===== config.mk =====
export PLATFORM = sky130hd
export DESIGN_NAME = decomp_prefetch_buffer_flat
export DESIGN_NICKNAME = d
export VERILOG_FILES = /design/src/rtl/decomp_prefetch_buffer_if.sv /design/src/rtl/decomp_prefetch_buffer.sv /design/src/flat_wrapper.sv
export SDC_FILE = /design/constraint.sdc
export NUM_CORES = 1
export LEC_CHECK = 0
export BUFFER_PORTS_ARGS = -buffer_cell sky130_fd_sc_hd__buf_4
export CORE_ASPECT_RATIO = 1.4
export CORE_MARGIN = 2
export CORE_UTILIZATION = 30
export CTS_BUF_LIST = sky130_fd_sc_hd__clkbuf_8 sky130_fd_sc_hd__clkbuf_16
export DETAILED_ROUTE_END_ITERATION = 8
export PLACE_DENSITY_LB_ADDON = 0.1
export SLEW_MARGIN = 20
export SYNTH_ARGS = -nofsm -noshare
export SYNTH_HDL_FRONTEND = slang
export SYNTH_SLANG_ARGS = --single-unit

===== constraint.sdc =====
create_clock -name clk -period 11.15 [get_ports clk]
set_input_delay 0.5575 -clock clk [delete_from_list [all_inputs] [get_ports clk]]
set_output_delay 0.5575 -clock clk [all_outputs]
set_load 0.02 [all_outputs]

===== src/rtl/decomp_prefetch_buffer_if.sv =====
// rtl/decomp_prefetch_buffer_if.sv - CPU fetch / decompressor bus bundle for the prefetch buffer
//
// Purpose: groups the CPU fetch port, the decompressor word stream, the redirect
// feedback and the occupancy report of decomp_prefetch_buffer.
// Modports:
//   slave  - the buffer: takes req/pc and in_* words; drives hit/instr, in_ready,
//            redirect/redirect_pc and count
//   master - the environment (CPU + decompressor): the mirror image
interface decomp_prefetch_buffer_if #(
    parameter int WIDTH  = 32,
    parameter int ADDR_W = 32,
    parameter int DEPTH  = 4
);
    localparam int CNT_W = $clog2(DEPTH) + 1;

    logic              req_cpu;
    logic [ADDR_W-1:0] pc_cpu;
    logic              hit_cpu;
    logic [WIDTH-1:0]  instr_cpu;
    logic              in_valid;
    logic              in_ready;
    logic [ADDR_W-1:0] in_pc;
    logic [WIDTH-1:0]  in_instr;
    logic              redirect;
    logic [ADDR_W-1:0] redirect_pc;
    logic [CNT_W-1:0]  count;

    modport slave (
        input  req_cpu, pc_cpu, in_valid, in_pc, in_instr,
        output hit_cpu, instr_cpu, in_ready, redirect, redirect_pc, count
    );

    modport master (
        output req_cpu, pc_cpu, in_valid, in_pc, in_instr,
        input  hit_cpu, instr_cpu, in_ready, redirect, redirect_pc, count
    );
endinterface


===== src/rtl/decomp_prefetch_buffer.sv =====
// rtl/decomp_prefetch_buffer.sv - PC-tagged prefetch FIFO between decompressor and CPU fetch port
//
// Purpose: queues decompressed words with their PC and serves CPU fetches from the
// FIFO head with one cycle of latency. A fetch PC that does not match the head (or,
// when empty, the next expected PC) flushes the queue and pulses redirect so the
// decompressor restarts at the requested PC.
// Ports:
//   clk    - clock, rising edge
//   reset  - asynchronous, active-low reset
//   bus    - decomp_prefetch_buffer_if.slave (fetch port, word stream, redirect, count)
module decomp_prefetch_buffer #(
    parameter int                WIDTH    = 32,
    parameter int                ADDR_W   = 32,
    parameter int                PC_INC   = 4,
    parameter int                DEPTH    = 4,
    parameter logic [ADDR_W-1:0] RESET_PC = '0
) (
    input  logic                       clk,
    input  logic                       reset,
    decomp_prefetch_buffer_if.slave    bus
);
    localparam int PTR_W = $clog2(DEPTH);
    localparam int CNT_W = PTR_W + 1;
    localparam logic [CNT_W-1:0] FULL_CNT = CNT_W'(DEPTH);

    typedef enum logic [1:0] {
        ST_BOOT = 2'd0,
        ST_FILL = 2'd1,
        ST_RUN  = 2'd2
    } state_t;

    logic [ADDR_W-1:0] mem_pc    [DEPTH];
    logic [WIDTH-1:0]  mem_instr [DEPTH];

    state_t            state_q;
    logic [PTR_W-1:0]  head_q;
    logic [PTR_W-1:0]  tail_q;
    logic [CNT_W-1:0]  count_q;
    logic [CNT_W-1:0]  count_d;
    logic [ADDR_W-1:0] expect_pc_q;
    logic              hit_q;
    logic [WIDTH-1:0]  instr_q;
    logic              redirect_q;
    logic [ADDR_W-1:0] redirect_pc_q;

    logic              in_ready_w;
    logic              active;
    logic              empty;
    logic [ADDR_W-1:0] head_pc;
    logic              pc_eq_head;
    logic              pop;
    logic              mismatch;
    logic              push_en;

    always_comb begin
        in_ready_w = !redirect_q && (state_q != ST_BOOT) && (count_q < FULL_CNT);
        // Requests are only evaluated outside BOOT and outside the redirect pulse cycle.
        active     = !redirect_q && (state_q != ST_BOOT) && bus.req_cpu;
        empty      = (count_q == '0);
        head_pc    = mem_pc[head_q];
        pc_eq_head = (bus.pc_cpu == head_pc);
        pop        = active && !empty && pc_eq_head;
        mismatch   = active && (empty ? (bus.pc_cpu != expect_pc_q) : !pc_eq_head);
        // While refilling, words that are not the expected PC are consumed but discarded.
        push_en    = bus.in_valid && in_ready_w && !mismatch &&
                     ((state_q == ST_RUN) || (bus.in_pc == expect_pc_q));

        count_d = count_q;
        if (push_en && !pop) begin
            count_d = count_q + 1'b1;
        end else if (pop && !push_en) begin
            count_d = count_q - 1'b1;
        end
    end

    // Storage needs no reset: occupancy and pointers decide what is valid.
    always_ff @(posedge clk) begin
        if (push_en) begin
            mem_pc[tail_q]    <= bus.in_pc;
            mem_instr[tail_q] <= bus.in_instr;
        end
    end

    always_ff @(posedge clk or negedge reset) begin
        if (!reset) begin
            state_q       <= ST_BOOT;
            head_q        <= '0;
            tail_q        <= '0;
            count_q       <= '0;
            expect_pc_q   <= RESET_PC;
            hit_q         <= 1'b0;
            instr_q       <= '0;
            redirect_q    <= 1'b0;
            redirect_pc_q <= RESET_PC;
        end else begin
            hit_q      <= 1'b0;
            redirect_q <= 1'b0;
            case (state_q)
                ST_BOOT: begin
                    redirect_q    <= 1'b1;
                    redirect_pc_q <= RESET_PC;
                    state_q       <= ST_FILL;
                end
                default: begin
                    if (mismatch) begin
                        head_q        <= '0;
                        tail_q        <= '0;
                        count_q       <= '0;
                        expect_pc_q   <= bus.pc_cpu;
                        redirect_q    <= 1'b1;
                        redirect_pc_q <= bus.pc_cpu;
                        state_q       <= ST_FILL;
                    end else begin
                        if (pop) begin
                            hit_q   <= 1'b1;
                            instr_q <= mem_instr[head_q];
                            head_q  <= head_q + 1'b1;
                        end
                        if (push_en) begin
                            tail_q      <= tail_q + 1'b1;
                            expect_pc_q <= expect_pc_q + ADDR_W'(PC_INC);
                            state_q     <= ST_RUN;
                        end
                        count_q <= count_d;
                    end
                end
            endcase
        end
    end

    assign bus.hit_cpu     = hit_q;
    assign bus.instr_cpu   = instr_q;
    assign bus.in_ready    = in_ready_w;
    assign bus.redirect    = redirect_q;
    assign bus.redirect_pc = redirect_pc_q;
    assign bus.count       = count_q;
endmodule


===== src/flat_wrapper.sv =====
// flat-port wrapper written by rule: the top's interface ports become plain ports
module decomp_prefetch_buffer_flat 
#(
    parameter int                WIDTH    = 32,
    parameter int                ADDR_W   = 32,
    parameter int                PC_INC   = 4,
    parameter int                DEPTH    = 4,
    parameter logic [ADDR_W-1:0] RESET_PC = '0
)
  (clk, reset, bus_req_cpu, bus_pc_cpu, bus_in_valid, bus_in_pc, bus_in_instr, bus_hit_cpu, bus_instr_cpu, bus_in_ready, bus_redirect, bus_redirect_pc, bus_count);
  decomp_prefetch_buffer_if #(.WIDTH(WIDTH), .ADDR_W(ADDR_W), .DEPTH(DEPTH)) bus_i ();
  input  logic clk;
  input  logic reset;
  input wire logic [$bits(bus_i.req_cpu)-1:0] bus_req_cpu;
  input wire logic [$bits(bus_i.pc_cpu)-1:0] bus_pc_cpu;
  input wire logic [$bits(bus_i.in_valid)-1:0] bus_in_valid;
  input wire logic [$bits(bus_i.in_pc)-1:0] bus_in_pc;
  input wire logic [$bits(bus_i.in_instr)-1:0] bus_in_instr;
  output wire logic [$bits(bus_i.hit_cpu)-1:0] bus_hit_cpu;
  output wire logic [$bits(bus_i.instr_cpu)-1:0] bus_instr_cpu;
  output wire logic [$bits(bus_i.in_ready)-1:0] bus_in_ready;
  output wire logic [$bits(bus_i.redirect)-1:0] bus_redirect;
  output wire logic [$bits(bus_i.redirect_pc)-1:0] bus_redirect_pc;
  output wire logic [$bits(bus_i.count)-1:0] bus_count;
  assign bus_i.req_cpu = bus_req_cpu;
  assign bus_i.pc_cpu = bus_pc_cpu;
  assign bus_i.in_valid = bus_in_valid;
  assign bus_i.in_pc = bus_in_pc;
  assign bus_i.in_instr = bus_in_instr;
  assign bus_hit_cpu = bus_i.hit_cpu;
  assign bus_instr_cpu = bus_i.instr_cpu;
  assign bus_in_ready = bus_i.in_ready;
  assign bus_redirect = bus_i.redirect;
  assign bus_redirect_pc = bus_i.redirect_pc;
  assign bus_count = bus_i.count;
  decomp_prefetch_buffer #(.WIDTH(WIDTH), .ADDR_W(ADDR_W), .PC_INC(PC_INC), .DEPTH(DEPTH), .RESET_PC(RESET_PC)) u_core (.clk(clk), .reset(reset), .bus(bus_i));
endmodule

==> run metrics <==
outcome=finished, final reports clean; CTS tree=yes; setup bufs post-CTS=0; core area=0.0502 mm^2; layout net count=1234; combinational fraction of design power=0.077; # H-tree levels=2; drt total wl=43400 um; syn_area_per_cell=15.9 um^2; initial antenna violation count=2; crit share post-route=0.528; Internal=2.24 mW; Post-DP HPWL=29400 um; placed inst area=0.0172 mm^2; Rel. slew slack=0.373; proportion of layout cells with a drive suffix above 1=0.277; post-cts resize count=0; min-delay worst type=primary input to async pin; slew at the pin closest to its max-slew limit=940 ps; Cells after DPL=1728; DRC viols=0; Clock transition at path regs=60 ps; number of I/O port buffers=169; clock skew=19.0 ps; Via Count=8851; Max Slew Vio Count=0; flops & latches, synth=363; Syn Nets=1068; Clk network pwr share=0.408; worst hold slack=97.0 ps; post-synth cell types=52; die area=0.0528 mm^2; EDFF count, synth=256; Layout Cells excl Fill=1800; post-route ant nets=0; number of buffers created by CTS=39; floorplan row count=97; reg2reg path depth=14; Final GP Congestion=0.800; asr flop ratio synth=0.295; leading area contributor after synthesis=edfxtp_1; Syn-to-layout area delta=20.6%; largest cells by area after synthesis=edfxtp_1 50%, dfrtp_1 18%, mux4_2 9.0%; chip width=195 um; mapped cell area=0.0153 mm^2; initial DRC count=389; vias in the first global route=9506; Highest Clock Rate=0.170 GHz; Via density=4.92; Filler cells=4907; P_leak=6.64 nW; final setup fails=0; WP data required=11640 ps; synth cell count leaders=256 x edfxtp_1, 107 x dfrtp_1, 100 x xnor2_1, 61 x mux4_2, 58 x nand2_1; switching share of power=0.243; Place WS=4990 ps; CTS Buffer Depth=3; Final min period=5880 ps; Initial Util=0.304; total power=2.96 mW; PwrDens=161 mW/mm^2; top cell type's share of synthesized area=0.503; maximum capacitance violations=0; register area share after synthesis=0.678; Die Y=271 um; Register Area=0.0104 mm^2; most common cell in the netlist=edfxtp_1; Final WS setup=5270 ps; area of the multi-input gates=0.00467 mm^2; n_diodes=0; clock sink count=363; Peak supply drop=0.0950 mV; net switching power=0.718 mW; clock root buffer=clkbuf_16; CP max FO=38; drt wl/cell=24.1 um; crit path launch type=flip-flop; fin area=0.0184 mm^2; CP Class=flip-flop to flip-flop; largest net degree at the start of global routing=65; Overflow after GRT=0; first-pass GRT wire length=64300 um; Post-synth top flop=edfxtp_1; crit path DAT=6370 ps; Top Ports=170; post-layout util=0.367; critical path capture point type=flip-flop; synthesis warning total=0; Pre-antenna DRT Iters=5; RSZ-0062 raised after global routing=false; Global Route Usage Sum=0.166; Hold Vio Cnt, Final=0; Clock Latency Late Sink=550 ps; hold buffer count at cts=0; Synth Instances=961; Flop pwr share=0.515; final setup TNS=0 ps
routing by layer:
metal	part of all wire	vias to the layer above	track usage
met1	0.40	4539	0.201
met2	0.51	234	0.288
met4	0.036	4	0.0653
li1	-	4000	-
met3	0.052	74	0.0383
met5	0.00053	-	0
sequential cells by signal, indices dropped and copies added, names as in the netlist:
| signal | flops |
|---|---|
| u_core.mem_pc | 128 |
| u_core.mem_instr | 128 |
| u_core.bus.redirect | 1 |
| u_core.expect_pc_q | 32 |
| u_core.head_q | 2 |
| u_core.bus.instr_cpu | 32 |
| u_core.state_q | 2 |
| u_core.tail_q | 2 |
| u_core.bus.redirect_pc | 32 |
| u_core.bus.count | 3 |
| u_core.bus.hit_cpu | 1 |
power groups by stage:
stage | Combinational [mW] | Clock, mW | Sequential (mW)
floorplan | 0.102 | 0 | 1.54
global placement | 0.231 | 0 | 1.55
detailed placement | 0.233 | 0 | 1.55
CTS | 0.233 | 1.26 | 1.52
global route | 0.251 | 1.30 | 1.53
finish | 0.229 | 1.21 | 1.52
worst max-delay path, stage by stage, from the launching register on:
cell      delay [ps]
dfrtp_4          890
buf_4            670
mux4_2           600
xnor2_1          170
nand4_1          130
nor2_1           270
nand4b_4         570
nor2_8           820
inv_1            150
ha_1             260
fa_1             380
xnor2_1          140
or4_1            390
a22oi_1          150
a21o_1           100
path summary, 6_finish.rpt:
path                            slack (ps)                         end               startpoint
worst max-delay path                  5270         u_core.bus.count[2]         u_core.head_q[0]
worst min-delay path                   100  u_core.bus.redirect_pc[11]                    reset
worst max register to register        5270         u_core.bus.count[2]         u_core.head_q[0]
worst min register to register         490     u_core.bus.instr_cpu[8]  u_core.bus.instr_cpu[8]
max in group asynchronous             9630            u_core.head_q[1]                    reset
min in group clk                       200     u_core.mem_instr[2][16]         bus_in_instr[16]
logic make-up (layout without fill, tap and decap cells):
logic type	Yosys count	after routing	share of synthesized area
flops	363	363	0.678
compound gates	91	91	0.0333
xor+xnor	122	122	0.0699
simple gates	212	212	0.0749
buf+inv	66	262	0.0192
fa+ha+maj	7	7	0.00622
mux	100	100	0.118
placed cells by master (no fill, tap or decap), types with 24 or more instances in the layout:
cell type,Yosys,final
xnor2_1,100,100
nand3_1,45,45
dfrtp_1,107,105
buf_4,0,179
nand2_1,58,58
clkbuf_16,0,39
mux4_2,61,61
inv_1,11,24
o21ai_0,56,56
mux2_1,27,27
edfxtp_1,256,256
layout make-up:
class / count / area share
repair buffers: 180 / 0.0744
inverters: 11 / 0.00224
clock inverters: 28 / 0.00801
clock buffers: 43 / 0.0559
flip-flops and latches: 363 / 0.563
well taps: 643 / 0.0436
multi-input cells: 532 / 0.253
(Power assumes the default switching activity.)
